File: config.mk
export PLATFORM = sky130hd
export DESIGN_NAME = scv_romload
export DESIGN_NICKNAME = d
export VERILOG_FILES = /design/src/rtl/scv_romload.sv
export SDC_FILE = /design/constraint.sdc
export NUM_CORES = 1
export LEC_CHECK = 0
export CORE_UTILIZATION = 53
export CTS_CLUSTER_DIAMETER = 200
export DETAILED_ROUTE_END_ITERATION = 12
export PLACE_DENSITY = 0.8
export SKIP_LAST_GASP = 1
export SYNTH_ARGS = -nofsm -noshare
export SYNTH_HDL_FRONTEND = slang
export SYNTH_SLANG_ARGS = --single-unit
File: constraint.sdc
create_clock -name CLK -period 4.39 [get_ports CLK]
set_input_delay 1.317 -clock CLK [delete_from_list [all_inputs] [get_ports CLK]]
set_output_delay 1.317 -clock CLK [all_outputs]
set_load 0.1 [all_outputs]
File: src/rtl/scv_romload.sv
// MiSTer ioctl download to scv ROMINIT bus bridge, with system reset hold and load status.
// Optional cartridge checksum is enabled by defining SCV_ROMLOAD_CKSUM_EN.
module scv_romload #(
    parameter logic [7:0]  BIOS_IDX    = 8'd0,
    parameter logic [7:0]  CART_IDX    = 8'd1,
    parameter logic [15:0] HOLD_CYCLES = 16'd1024
) (
    input  logic        CLK,
    input  logic        RST,
    input  logic        IOCTL_DOWNLOAD,
    input  logic [7:0]  IOCTL_INDEX,
    input  logic        IOCTL_WR,
    input  logic [7:0]  IOCTL_DOUT,
    output logic        ROMINIT_SEL_BOOT,
    output logic        ROMINIT_SEL_CHR,
    output logic        ROMINIT_SEL_APU,
    output logic        ROMINIT_SEL_CART,
    output logic [24:0] ROMINIT_ADDR,
    output logic [7:0]  ROMINIT_DATA,
    output logic        ROMINIT_VALID,
    output logic        SYS_RESB,
    output logic        BIOS_OK,
    output logic [17:0] CART_BYTES,
    output logic        CART_OVF,
    output logic [15:0] CART_CKSUM
);

    typedef enum logic [2:0] {StIdle, StBios, StCart, StSkip, StHold} state_e;

    localparam logic [24:0] ChrBase  = 25'h0001000;
    localparam logic [24:0] ApuBase  = 25'h0001400;
    localparam logic [24:0] BiosEnd  = 25'h0001800;
    localparam logic [24:0] CartSize = 25'h0020000;

    state_e      state_q;
    logic        dl_q;
    logic [24:0] bc_q;
    logic [15:0] hold_q;
    logic        sel_boot_q, sel_chr_q, sel_apu_q, sel_cart_q;
    logic [24:0] addr_q;
    logic [7:0]  data_q;
    logic        valid_q;
    logic        sys_resb_q;
    logic        bios_ok_q;
    logic [17:0] cart_bytes_q;
    logic        cart_ovf_q;
`ifdef SCV_ROMLOAD_CKSUM_EN
    logic [15:0] cksum_q;
`endif

    logic        dl_rise, dl_fall, in_load, accept;
    logic [24:0] bc_inc;

    assign dl_rise = IOCTL_DOWNLOAD & ~dl_q;
    assign dl_fall = ~IOCTL_DOWNLOAD & dl_q;
    assign in_load = (state_q == StBios) || (state_q == StCart) || (state_q == StSkip);
    assign accept  = IOCTL_DOWNLOAD & IOCTL_WR & in_load;
    assign bc_inc  = (bc_q == 25'h1FFFFFF) ? bc_q : bc_q + 25'd1;

    always_ff @(posedge CLK or posedge RST) begin
        if (RST) begin
            state_q      <= StIdle;
            // Reset high so a download already active at reset release is not restarted
            dl_q         <= 1'b1;
            bc_q         <= '0;
            hold_q       <= HOLD_CYCLES;
            sel_boot_q   <= 1'b0;
            sel_chr_q    <= 1'b0;
            sel_apu_q    <= 1'b0;
            sel_cart_q   <= 1'b0;
            addr_q       <= '0;
            data_q       <= '0;
            valid_q      <= 1'b0;
            sys_resb_q   <= 1'b0;
            bios_ok_q    <= 1'b0;
            cart_bytes_q <= '0;
            cart_ovf_q   <= 1'b0;
`ifdef SCV_ROMLOAD_CKSUM_EN
            cksum_q      <= '0;
`endif
        end else begin
            dl_q    <= IOCTL_DOWNLOAD;
            valid_q <= 1'b0;
            case (state_q)
                StIdle, StHold: begin
                    if (dl_rise) begin
                        bc_q       <= '0;
                        sys_resb_q <= 1'b0;
                        if (IOCTL_INDEX == BIOS_IDX) begin
                            state_q   <= StBios;
                            bios_ok_q <= 1'b0;
                        end else if (IOCTL_INDEX == CART_IDX) begin
                            state_q    <= StCart;
                            cart_ovf_q <= 1'b0;
`ifdef SCV_ROMLOAD_CKSUM_EN
                            cksum_q    <= '0;
`endif
                        end else begin
                            state_q <= StSkip;
                        end
                    end else if (state_q == StHold) begin
                        // HOLD spans max(HOLD_CYCLES, 1) cycles from entry
                        if (hold_q <= 16'd1) begin
                            state_q    <= StIdle;
                            sys_resb_q <= bios_ok_q;
                        end else begin
                            hold_q <= hold_q - 16'd1;
                        end
                    end else begin
                        sys_resb_q <= bios_ok_q;
                    end
                end
                StBios, StCart, StSkip: begin
                    if (dl_fall) begin
                        state_q <= StHold;
                        hold_q  <= HOLD_CYCLES;
                        if (state_q == StBios) begin
                            bios_ok_q <= (bc_q >= BiosEnd);
                        end
                        if (state_q == StCart) begin
                            cart_bytes_q <= (bc_q >= CartSize) ? 18'h20000 : bc_q[17:0];
                        end
                    end else if (accept) begin
                        bc_q <= bc_inc;
                        if (state_q == StBios && bc_q < BiosEnd) begin
                            valid_q    <= 1'b1;
                            data_q     <= IOCTL_DOUT;
                            sel_cart_q <= 1'b0;
                            sel_boot_q <= (bc_q < ChrBase);
                            sel_chr_q  <= (bc_q >= ChrBase) && (bc_q < ApuBase);
                            sel_apu_q  <= (bc_q >= ApuBase);
                            if (bc_q < ChrBase) begin
                                addr_q <= bc_q;
                            end else if (bc_q < ApuBase) begin
                                addr_q <= bc_q - ChrBase;
                            end else begin
                                addr_q <= bc_q - ApuBase;
                            end
                        end else if (state_q == StCart) begin
                            if (bc_q < CartSize) begin
                                valid_q    <= 1'b1;
                                data_q     <= IOCTL_DOUT;
                                addr_q     <= bc_q;
                                sel_boot_q <= 1'b0;
                                sel_chr_q  <= 1'b0;
                                sel_apu_q  <= 1'b0;
                                sel_cart_q <= 1'b1;
`ifdef SCV_ROMLOAD_CKSUM_EN
                                cksum_q    <= cksum_q + {8'h00, IOCTL_DOUT};
`endif
                            end else begin
                                cart_ovf_q <= 1'b1;
                            end
                        end
                    end
                end
                default: state_q <= StIdle;
            endcase
        end
    end

    assign ROMINIT_SEL_BOOT = sel_boot_q;
    assign ROMINIT_SEL_CHR  = sel_chr_q;
    assign ROMINIT_SEL_APU  = sel_apu_q;
    assign ROMINIT_SEL_CART = sel_cart_q;
    assign ROMINIT_ADDR     = addr_q;
    assign ROMINIT_DATA     = data_q;
    assign ROMINIT_VALID    = valid_q;
    assign SYS_RESB         = sys_resb_q;
    assign BIOS_OK          = bios_ok_q;
    assign CART_BYTES       = cart_bytes_q;
    assign CART_OVF         = cart_ovf_q;
`ifdef SCV_ROMLOAD_CKSUM_EN
    assign CART_CKSUM       = cksum_q;
`else
    assign CART_CKSUM       = 16'h0000;
`endif

endmodule

==> results.tsv, run 1 <==
metric	value	unit
number of global-route vias before repair	4070	
layout cells sized above 1	0.0755	
initial antenna violation count	0	
Synth Instances	541	
Routed Antenna Nets	0	
Fin. Hold Viols	0	
Clock Latency Late Sink	0.38	ns
antenna diode count	0	
multi-input combinational cell area	2400	um^2
largest cells by area after synthesis	dfrtp_1 48%, nand2_1 6.4%, o21ai_0 2.9%	
Worst Path Max Fanout	19	
clock-pin slew on the worst setup and hold paths	0.10	ns
capturing point of the worst reg2reg path	bc_q[3]$_DFFE_PP0P_	
Initial Utilization	0.544	
Final setup viols	0	
hold path cells	2	
Final #Nets	635	
Mapped Area	5300	um^2
register area	2610	um^2
Root Driver	clkbuf_8	
Tmin final	3.36	ns
Routed Wire Length	11800	um
Worst Hold End	ROMINIT_DATA[5]$_DFFE_PP0P_	
Leak Pwr	2.75	nW
EDFF count, synth	0	
hold slack	0.479	ns
power per cell area	590	nW/um^2
Worst setup SP type	input pin	
via count	4286	
CTS tree	done	
vias per std cell	5.78	
H-Tree Depth	3	
setup_tns	0	ns
Main synth FF type	dfrtp_1	
Fin Clk Skew	0.0122	ns
gp weighted congestion	0.806	
Die Y-Extent	102	um
Clock Tree Buf Depth	2	
I/O Pins	95	
Synth warnings	0	
post-synth top area share	0.482	
Post-CTS Hold Fix Bufs	0	
DR pass1 iterations	4	
total CTS buffers	9	
chip width	102	um
Slew Viols, Final	0	
max_slew headroom	0.335	
Max-cap violations	0	
Crit Path Category	input pin to flop	
largest net degree at the start of global routing	62	
worst slew pin tran	0.994	ns
outcome	finished, final reports clean	
fin crit share	0.766	
CP Capture Type	flop	
Hold WC Path Type	flop to flop	
Die Area	10400	um^2
most common cell in the netlist	dfrtp_1	
first-pass GRT wire length	19700	um
R2R setup slack	1.82	ns
post-CTS sizing	0	
Synth top cells by count	102 x dfrtp_1, 90 x nand2_1, 31 x o21ai_0	
FMAX	297	MHz
clk sinks	104	
RSZ-0062 raised after global routing	false	
FF+latch count, synth	104	
DRC	0	
Critical Path AT	3.68	ns
Worst R2R Path Depth	6	
core area	9730	um^2
area leader, netlist	dfrtp_1	
sequential fraction of the synthesis area	0.492	
worst hold start	ROMINIT_DATA[5]$_DFFE_PP0P_	
Total GRT Usage	0.244	
worst path required time	4.70	ns
GR Overflow Total	0	
Avg Cell Area, Syn	9.79	um^2
drt initial violations	229	
FFs w/ async S/R, synth	1.00	
postcts setup bufs	0	
Peak supply drop	0.430	mV
fill cell count	807	
WL per Instance	15.9	um
Core Rows	36	
Worst R2R Start	bc_q[11]$_DFFE_PP0P_	
IO buf count	78	
HPWL after DPL	8350	um
Netlist cell types	63	
Area Overhead vs Synth	17.7	%
==> where the power goes <==
part | internal, mW | switching [mW] | leakage [nW] | total [mW]
combinational | 0.457 | 1.37 | 1.26 | 1.82
clock | 0.208 | 0.334 | 0.0789 | 0.542
sequential | 1.14 | 0.179 | 1.40 | 1.32
==> critical path, stage by stage <==
cell,delay [ns]
clkdlybuf4s50_1,0.55
nand2b_1,0.24
or3_1,0.66
nor2_2,0.66
a22o_1,0.23
==> cell usage in the layout, fill, tap and decap left out, types with 12 or more instances in the layout <==
cell               n
a22o_1            17
inv_1             16
o31ai_1           17
conb_1            16
o21ai_0           31
dfrtp_1          102
nor2_1            24
nand3_1           17
a21oi_1           29
or4_1             15
nand2_1           90
clkdlybuf4s50_1   78
or3_1             12
==> kinds of logic (layout without fill, tap and decap cells) <==
family	Yosys count	in the layout	synth area share
and+or+nand+nor	221	221	0.228
AOI/OAI and AO/OA	134	134	0.173
DFF	104	104	0.492
buffers and inverters	62	115	0.0655
adders and majority gates	11	11	0.0260
muxes	5	5	0.00945
xor gates and xnor gates	3	3	0.00496
other	1	16	0.000708
==> cell type report <==
class,count,share of cell area
inverters,18,0.0120
well taps,133,0.0267
multi-input cells,390,0.385
repair buffers,81,0.131
flip-flops and latches,104,0.418
clock inverters,6,0.00722
clock buffers,10,0.0205
==> metal layers <==
metal	GRT usage	share of wire
met5	0	0
met4	0.0901	0.021
met3	0.0513	0.051
met2	0.385	0.47
met1	0.336	0.46
==> stage by stage <==
stage	instances	worst slack, ns	instance area, um^2	power, mW	utilization
detailed placement	726	0.674	6060	3.15	0.623
CTS	742	1.07	6230	3.69	0.641
global route	742	0.918	6230	3.87	0.641
floorplan	556	0.344	5350	2.76	-
finish	742	1.03	6230	3.68	0.641
global placement	726	0.777	6060	3.11	0.623
==> registers in the layout, indices dropped and copies added, names as in the netlist <==
register          count
ROMINIT_ADDR         25
bc_q                 25
CART_BYTES           18
hold_q               16
ROMINIT_DATA          8
state_q               3
BIOS_OK               1
CART_OVF              1
ROMINIT_SEL_APU       1
ROMINIT_SEL_BOOT      1
ROMINIT_SEL_CART      1
ROMINIT_SEL_CHR       1
ROMINIT_VALID         1
SYS_RESB              1
dl_q                  1
==> worst max-delay path by stage <==
stage	endpoint	slack [ns]	from	cells after the start
6_report	CART_BYTES[3]$_DFFE_PP0P_	1.03	IOCTL_DOWNLOAD	5
5_1_grt	CART_BYTES[15]$_DFFE_PP0P_	0.92	IOCTL_DOWNLOAD	5
4_1_cts	CART_BYTES[3]$_DFFE_PP0P_	1.07	IOCTL_DOWNLOAD	5
3_5_place_dp	CART_BYTES[15]$_DFFE_PP0P_	0.67	IOCTL_DOWNLOAD	5
3_3_place_gp	CART_BYTES[12]$_DFFE_PP0P_	0.78	IOCTL_DOWNLOAD	5
2_1_floorplan	BIOS_OK$_DFFE_PP0P_	0.34	RST	1
No activity file was read; power rests on OpenSTA's default activity.
==> run 2: changes to the inputs <==
- clock period: 4.39 -> 3.3 ns (I/O delays scaled with it)
==> results.tsv, run 2 (synthesized netlist as in run 1, its figures left out) <==
metric	value	unit	change
core area	9730	um^2	unchanged
FMAX	356	MHz	
post-CTS sizing	0		unchanged
Clock Latency Late Sink	0.37	ns	was 0.38 ns
WL per Instance	15.9	um	about the same
clock-pin slew on the worst setup and hold paths	0.10	ns	about the same
total CTS buffers	9		unchanged
Comb power frac	0.484		was 0.495
RSZ-0062 raised after global routing	false		unchanged
postcts setup bufs	0		unchanged
Initial Utilization	0.544		unchanged
first-pass GRT wire length	19600	um	was 19,700 um
Leak Pwr	2.90	nW	was 2.75 nW
GR Overflow Total	0		unchanged
Worst setup SP type	input pin		unchanged
Worst Path Max Fanout	25		was 19
WP buf/inv	2		was 1
outcome	finished, final reports clean		unchanged
register area	2610	um^2	unchanged
drt initial violations	325		was 229
switching power	2.52	mW	was 1.88 mW
largest net degree at the start of global routing	47		was 62
cell family with most CP delay	buffers and inverters		was simple AND/OR/NAND/NOR gates
worst slew pin tran	0.775	ns	was 0.994 ns
power per cell area	808	nW/um^2	was 590 nW/um^2
via count	4327		was 4,286
hold slack	0.484	ns	was 0.479 ns
worst path required time	3.59	ns	was 4.70 ns
slowest CP cell	clkdlybuf4s50_1		was or3_1
antenna diode count	0		unchanged
gp weighted congestion	0.830		was 0.806
most common cell after layout, fill and taps aside	dfrtp_1		unchanged
DRC	0		unchanged
Root Driver	clkbuf_8		unchanged
Fin Clk Skew	0.0117	ns	was 0.0122 ns
Total GRT Usage	0.242		was 0.244
Critical Path AT	3.10	ns	was 3.68 ns
cells along the critical path	clkdlybuf4s50_1, inv_1, a211o_1, or4_1, a21oi_1		was clkdlybuf4s50_1, nand2b_1, or3_1, nor2_2, a22o_1
Post-CTS Hold Fix Bufs	0		unchanged
fin crit share	0.851		
Peak supply drop	0.744	mV	was 0.430 mV
Die Y-Extent	102	um	unchanged
Crit Path Category	input pin to flop		unchanged
Sw Ratio	0.507		was 0.511
Max-cap violations	0		unchanged
Tmin final	2.81	ns	
layout cells sized above 1	0.179		was 0.0755
HPWL after DPL	8320	um	was 8350 um
vias per std cell	5.79		was 5.78
Core Rows	36		unchanged
Int Pwr	2.46	mW	was 1.80 mW
Final #Nets	640		was 635
clk sinks	104		unchanged
Hold WC Path Type	flop to flop		unchanged
Routed Wire Length	11900	um	was 11,800 um
H-Tree Depth	3		unchanged
Routed Antenna Nets	0		unchanged
Die Area	10400	um^2	unchanged
IO buf count	78		unchanged
Fin. Hold Viols	0		unchanged
chip width	102	um	unchanged
most frequent cells in the layout	102 x dfrtp_1, 90 x nand2_1, 65 x buf_4		was 102 x dfrtp_1, 90 x nand2_1, 78 x clkdlybuf4s50_1
Clock Tree Buf Depth	2		unchanged
CTS tree	done		unchanged
Seq pwr share	0.351		was 0.357
I/O Pins	95		unchanged
multi-input combinational cell area	2400	um^2	unchanged
DR pass1 iterations	8		was 4
number of global-route vias before repair	3948		was 4,070
Final setup viols	0		unchanged
largest stage delay on the critical path	0.65	ns	was 0.66 ns
clock network fraction of design power	0.165		was 0.147
Slew Viols, Final	0		unchanged
max_slew headroom	0.478		was 0.335
CP Capture Type	flop		unchanged
fill cell count	809		was 807
Area Overhead vs Synth	16.5	%	was 17.7%
setup_tns	0	ns	unchanged
initial antenna violation count	0		unchanged
[run 2: final cells by class]
type	instances	share of cell area
timing repair buffer	86	0.116
clock inverter	6	0.0120
tap	133	0.0270
sequential	104	0.422
clock buffer	10	0.0207
inverter	18	0.0124
multi-input combinational	390	0.389
[run 2: worst min-delay path, delay by kind of cell, from the launching register on]
family | cells | cell delay (ns)
flops | 1 | 0.36
simple gates | 2 | 0.10
[run 2: worst paths after layout]
| check | slack (ns) | cells after the start | startpoint | endpoint |
|---|---|---|---|---|
| worst max-delay path | 0.49 | 5 | IOCTL_DOWNLOAD | bc_q[21]$_DFFE_PP0P_ |
| worst min-delay path | 0.48 | 2 | ROMINIT_ADDR[5]$_DFFE_PP0P_ | ROMINIT_ADDR[5]$_DFFE_PP0P_ |
| worst max register to register | 0.84 | 7 | bc_q[1]$_DFFE_PP0P_ | bc_q[3]$_DFFE_PP0P_ |
| worst min register to register | 0.48 | 2 | ROMINIT_ADDR[5]$_DFFE_PP0P_ | ROMINIT_ADDR[5]$_DFFE_PP0P_ |
| max in group asynchronous | 1.69 | 3 | RST | dl_q$_DFF_PP1_ |
| min in group asynchronous | 0.98 | 2 | RST | hold_q[14]$_DFFE_PP0P_ |
[run 2: routing by layer]
metal,vias up,track usage,routed length (um)
li1,2058,-,-
met1,2093,0.344,5420
met2,161,0.382,5610
met3,15,0.0342,688
met5,-,0,0
met4,0,0.0879,174
[run 2: through the flow]
| stage | instances | power (mW) | area (um^2) | util | worst slack (ns) |
|---|---|---|---|---|---|
| finish | 747 | 4.98 | 6170 | 0.634 | 0.493 |
| global route | 747 | 5.24 | 6170 | 0.634 | 0.427 |
| CTS | 747 | 5.00 | 6170 | 0.634 | 0.530 |
| detailed placement | 731 | 4.18 | 5970 | 0.613 | 0.160 |
| global placement | 731 | 4.13 | 5970 | 0.613 | 0.252 |
| floorplan | 556 | 3.67 | 5360 | - | 0.964 |
[run 2: power groups by stage]
stage | Combinational [mW] | Clock [mW] | Sequential, mW
final | 2.41 | 0.822 | 1.75
after global routing | 2.56 | 0.889 | 1.79
after global placement | 2.37 | 0 | 1.76
after detailed placement | 2.41 | 0 | 1.77
after CTS | 2.42 | 0.837 | 1.75
after floorplan | 0.955 | 0 | 2.71
==> run 3: changes to the inputs <==
- clock period: 3.3 -> 2.9 ns (I/O delays scaled with it)
==> results.tsv, run 3 (synthesized netlist as in run 1, its figures left out) <==
metric	value	unit	change
outcome	finished, final reports clean		unchanged
clk sinks	104		unchanged
Worst setup SP type	input pin		unchanged
Sw Ratio	0.503		was 0.507
FMAX	382	MHz	
clock network fraction of design power	0.159		was 0.165
Core Rows	36		unchanged
total CTS buffers	9		unchanged
Area Overhead vs Synth	18.4	%	was 16.5%
Clock Latency Late Sink	0.37	ns	about the same
worst path required time	3.19	ns	was 3.59 ns
Leak Pwr	2.96	nW	was 2.90 nW
IO buf count	78		unchanged
Fin Clk Skew	0.00971	ns	was 0.0117 ns
Peak supply drop	0.655	mV	was 0.744 mV
Hold WC Path Type	flop to flop		unchanged
drt initial violations	168		was 325
largest net degree at the start of global routing	105		was 47
first-pass GRT wire length	19900	um	was 19,600 um
antenna diode count	0		unchanged
core area	9730	um^2	unchanged
I/O Pins	95		unchanged
hold slack	0.487	ns	was 0.484 ns
pre-CTS setup slack	-0.0753	ns	was 0.160 ns
Worst Path Max Fanout	22		was 25
fin util	0.645		was 0.634
Routed Wire Length	12100	um	was 11,900 um
vias per std cell	5.73		was 5.79
Max-cap violations	0		unchanged
initial antenna violation count	0		unchanged
chip width	102	um	unchanged
Die Area	10400	um^2	unchanged
Seq pwr share	0.350		was 0.351
post-CTS sizing	0		unchanged
Clock Tree Buf Depth	2		unchanged
Initial Utilization	0.544		unchanged
Total GRT Usage	0.244		was 0.242
grt met2 use	0.389		was 0.382
RSZ-0062 raised after global routing	false		unchanged
GR peak layer	met2		unchanged
Die Y-Extent	102	um	unchanged
Final #Nets	653		was 640
Routed Antenna Nets	0		unchanged
DRC	0		unchanged
met1 GRT Util	0.337		was 0.344
most frequent cells in the layout	102 x dfrtp_1, 90 x nand2_1, 77 x buf_4		was 102 x dfrtp_1, 90 x nand2_1, 65 x buf_4
gp weighted congestion	0.829		was 0.830
GR Overflow Total	0		unchanged
clock-pin slew on the worst setup and hold paths	0.10	ns	about the same
slack of the critical path	0.284	ns	was 0.493 ns
Int Pwr	2.83	mW	was 2.46 mW
fin crit share	0.902		
Final setup viols	0		unchanged
switching power	2.87	mW	was 2.52 mW
Post-CTS Hold Fix Bufs	0		unchanged
Crit Path Category	input pin to flop		unchanged
Tot Pwr	5.70	mW	was 4.98 mW
GRT met3 Usage	0.0397		was 0.0342
worst slew pin tran	0.743	ns	was 0.775 ns
WL per Instance	15.9	um	about the same
HPWL after DPL	8560	um	was 8320 um
Root Driver	clkbuf_8		unchanged
layout cells sized above 1	0.196		was 0.179
postcts setup bufs	0		unchanged
Critical Path AT	2.91	ns	was 3.10 ns
Tmin final	2.62	ns	
max_slew headroom	0.500		was 0.478
Fin. Hold Viols	0		unchanged
CTS tree	done		unchanged
number of global-route vias before repair	4172		was 3,948
Slew Viols, Final	0		unchanged
DR pass1 iterations	4		was 8
power per cell area	910	nW/um^2	was 808 nW/um^2
most common cell after layout, fill and taps aside	dfrtp_1		unchanged
H-Tree Depth	3		unchanged
Comb power frac	0.491		was 0.484
via count	4354		was 4,327
CP Capture Type	flop		unchanged
## run 3: power by group through the flow
stage,registers [mW],clock network (mW),logic [mW]
after floorplan,3.09,0,1.09
after global placement,2.00,0,2.75
after detailed placement,2.02,0,2.80
after CTS,1.99,0.927,2.80
after global routing,2.04,0.975,2.97
final,1.99,0.910,2.80
## run 3: cell type report
type / count / area (um^2)
clock inverter: 6 / 67.6
timing repair buffer: 99 / 828
sequential: 104 / 2610
fill: 835 / 3460
inverter: 18 / 76.3
clock buffer: 10 / 128
multi-input combinational: 390 / 2400
tap: 133 / 166
## run 3: per-layer routing
metal / vias up / wire, um
met5: - / 0
met1: 2093 / 5500
met2: 149 / 5690
li1: 2086 / -
met4: 0 / 223
met3: 26 / 666
## run 3: path summary, 6_finish.rpt
| kind | startpoint | to | slack (ns) | cells past startpoint |
|---|---|---|---|---|
| min in group asynchronous | RST | CART_BYTES[3]$_DFFE_PP0P_ | 0.98 | 3 |
| max in group asynchronous | RST | CART_BYTES[6]$_DFFE_PP0P_ | 1.48 | 3 |
| worst max register to register | bc_q[0]$_DFFE_PP0P_ | bc_q[4]$_DFFE_PP0P_ | 0.40 | 7 |
| worst min-delay path | ROMINIT_DATA[0]$_DFFE_PP0P_ | ROMINIT_DATA[0]$_DFFE_PP0P_ | 0.49 | 2 |
| worst min register to register | ROMINIT_DATA[0]$_DFFE_PP0P_ | ROMINIT_DATA[0]$_DFFE_PP0P_ | 0.49 | 2 |
| worst max-delay path | IOCTL_WR | bc_q[14]$_DFFE_PP0P_ | 0.28 | 6 |
## run 3: stage by stage
stage	cells	setup TNS, ns	cell area, um^2
after floorplan	556	0	5360
after global placement	744	0	6080
after detailed placement	744	-0.405	6080
after CTS	760	0	6270
after global routing	760	0	6270
final	760	0	6270
## run 3: critical path, stage by stage
cell	delay [ns]
clkdlybuf4s50_1	0.47
nor2b_1	0.22
a21oi_1	0.12
a211o_1	0.49
or4_1	0.57
a21oi_1	0.17
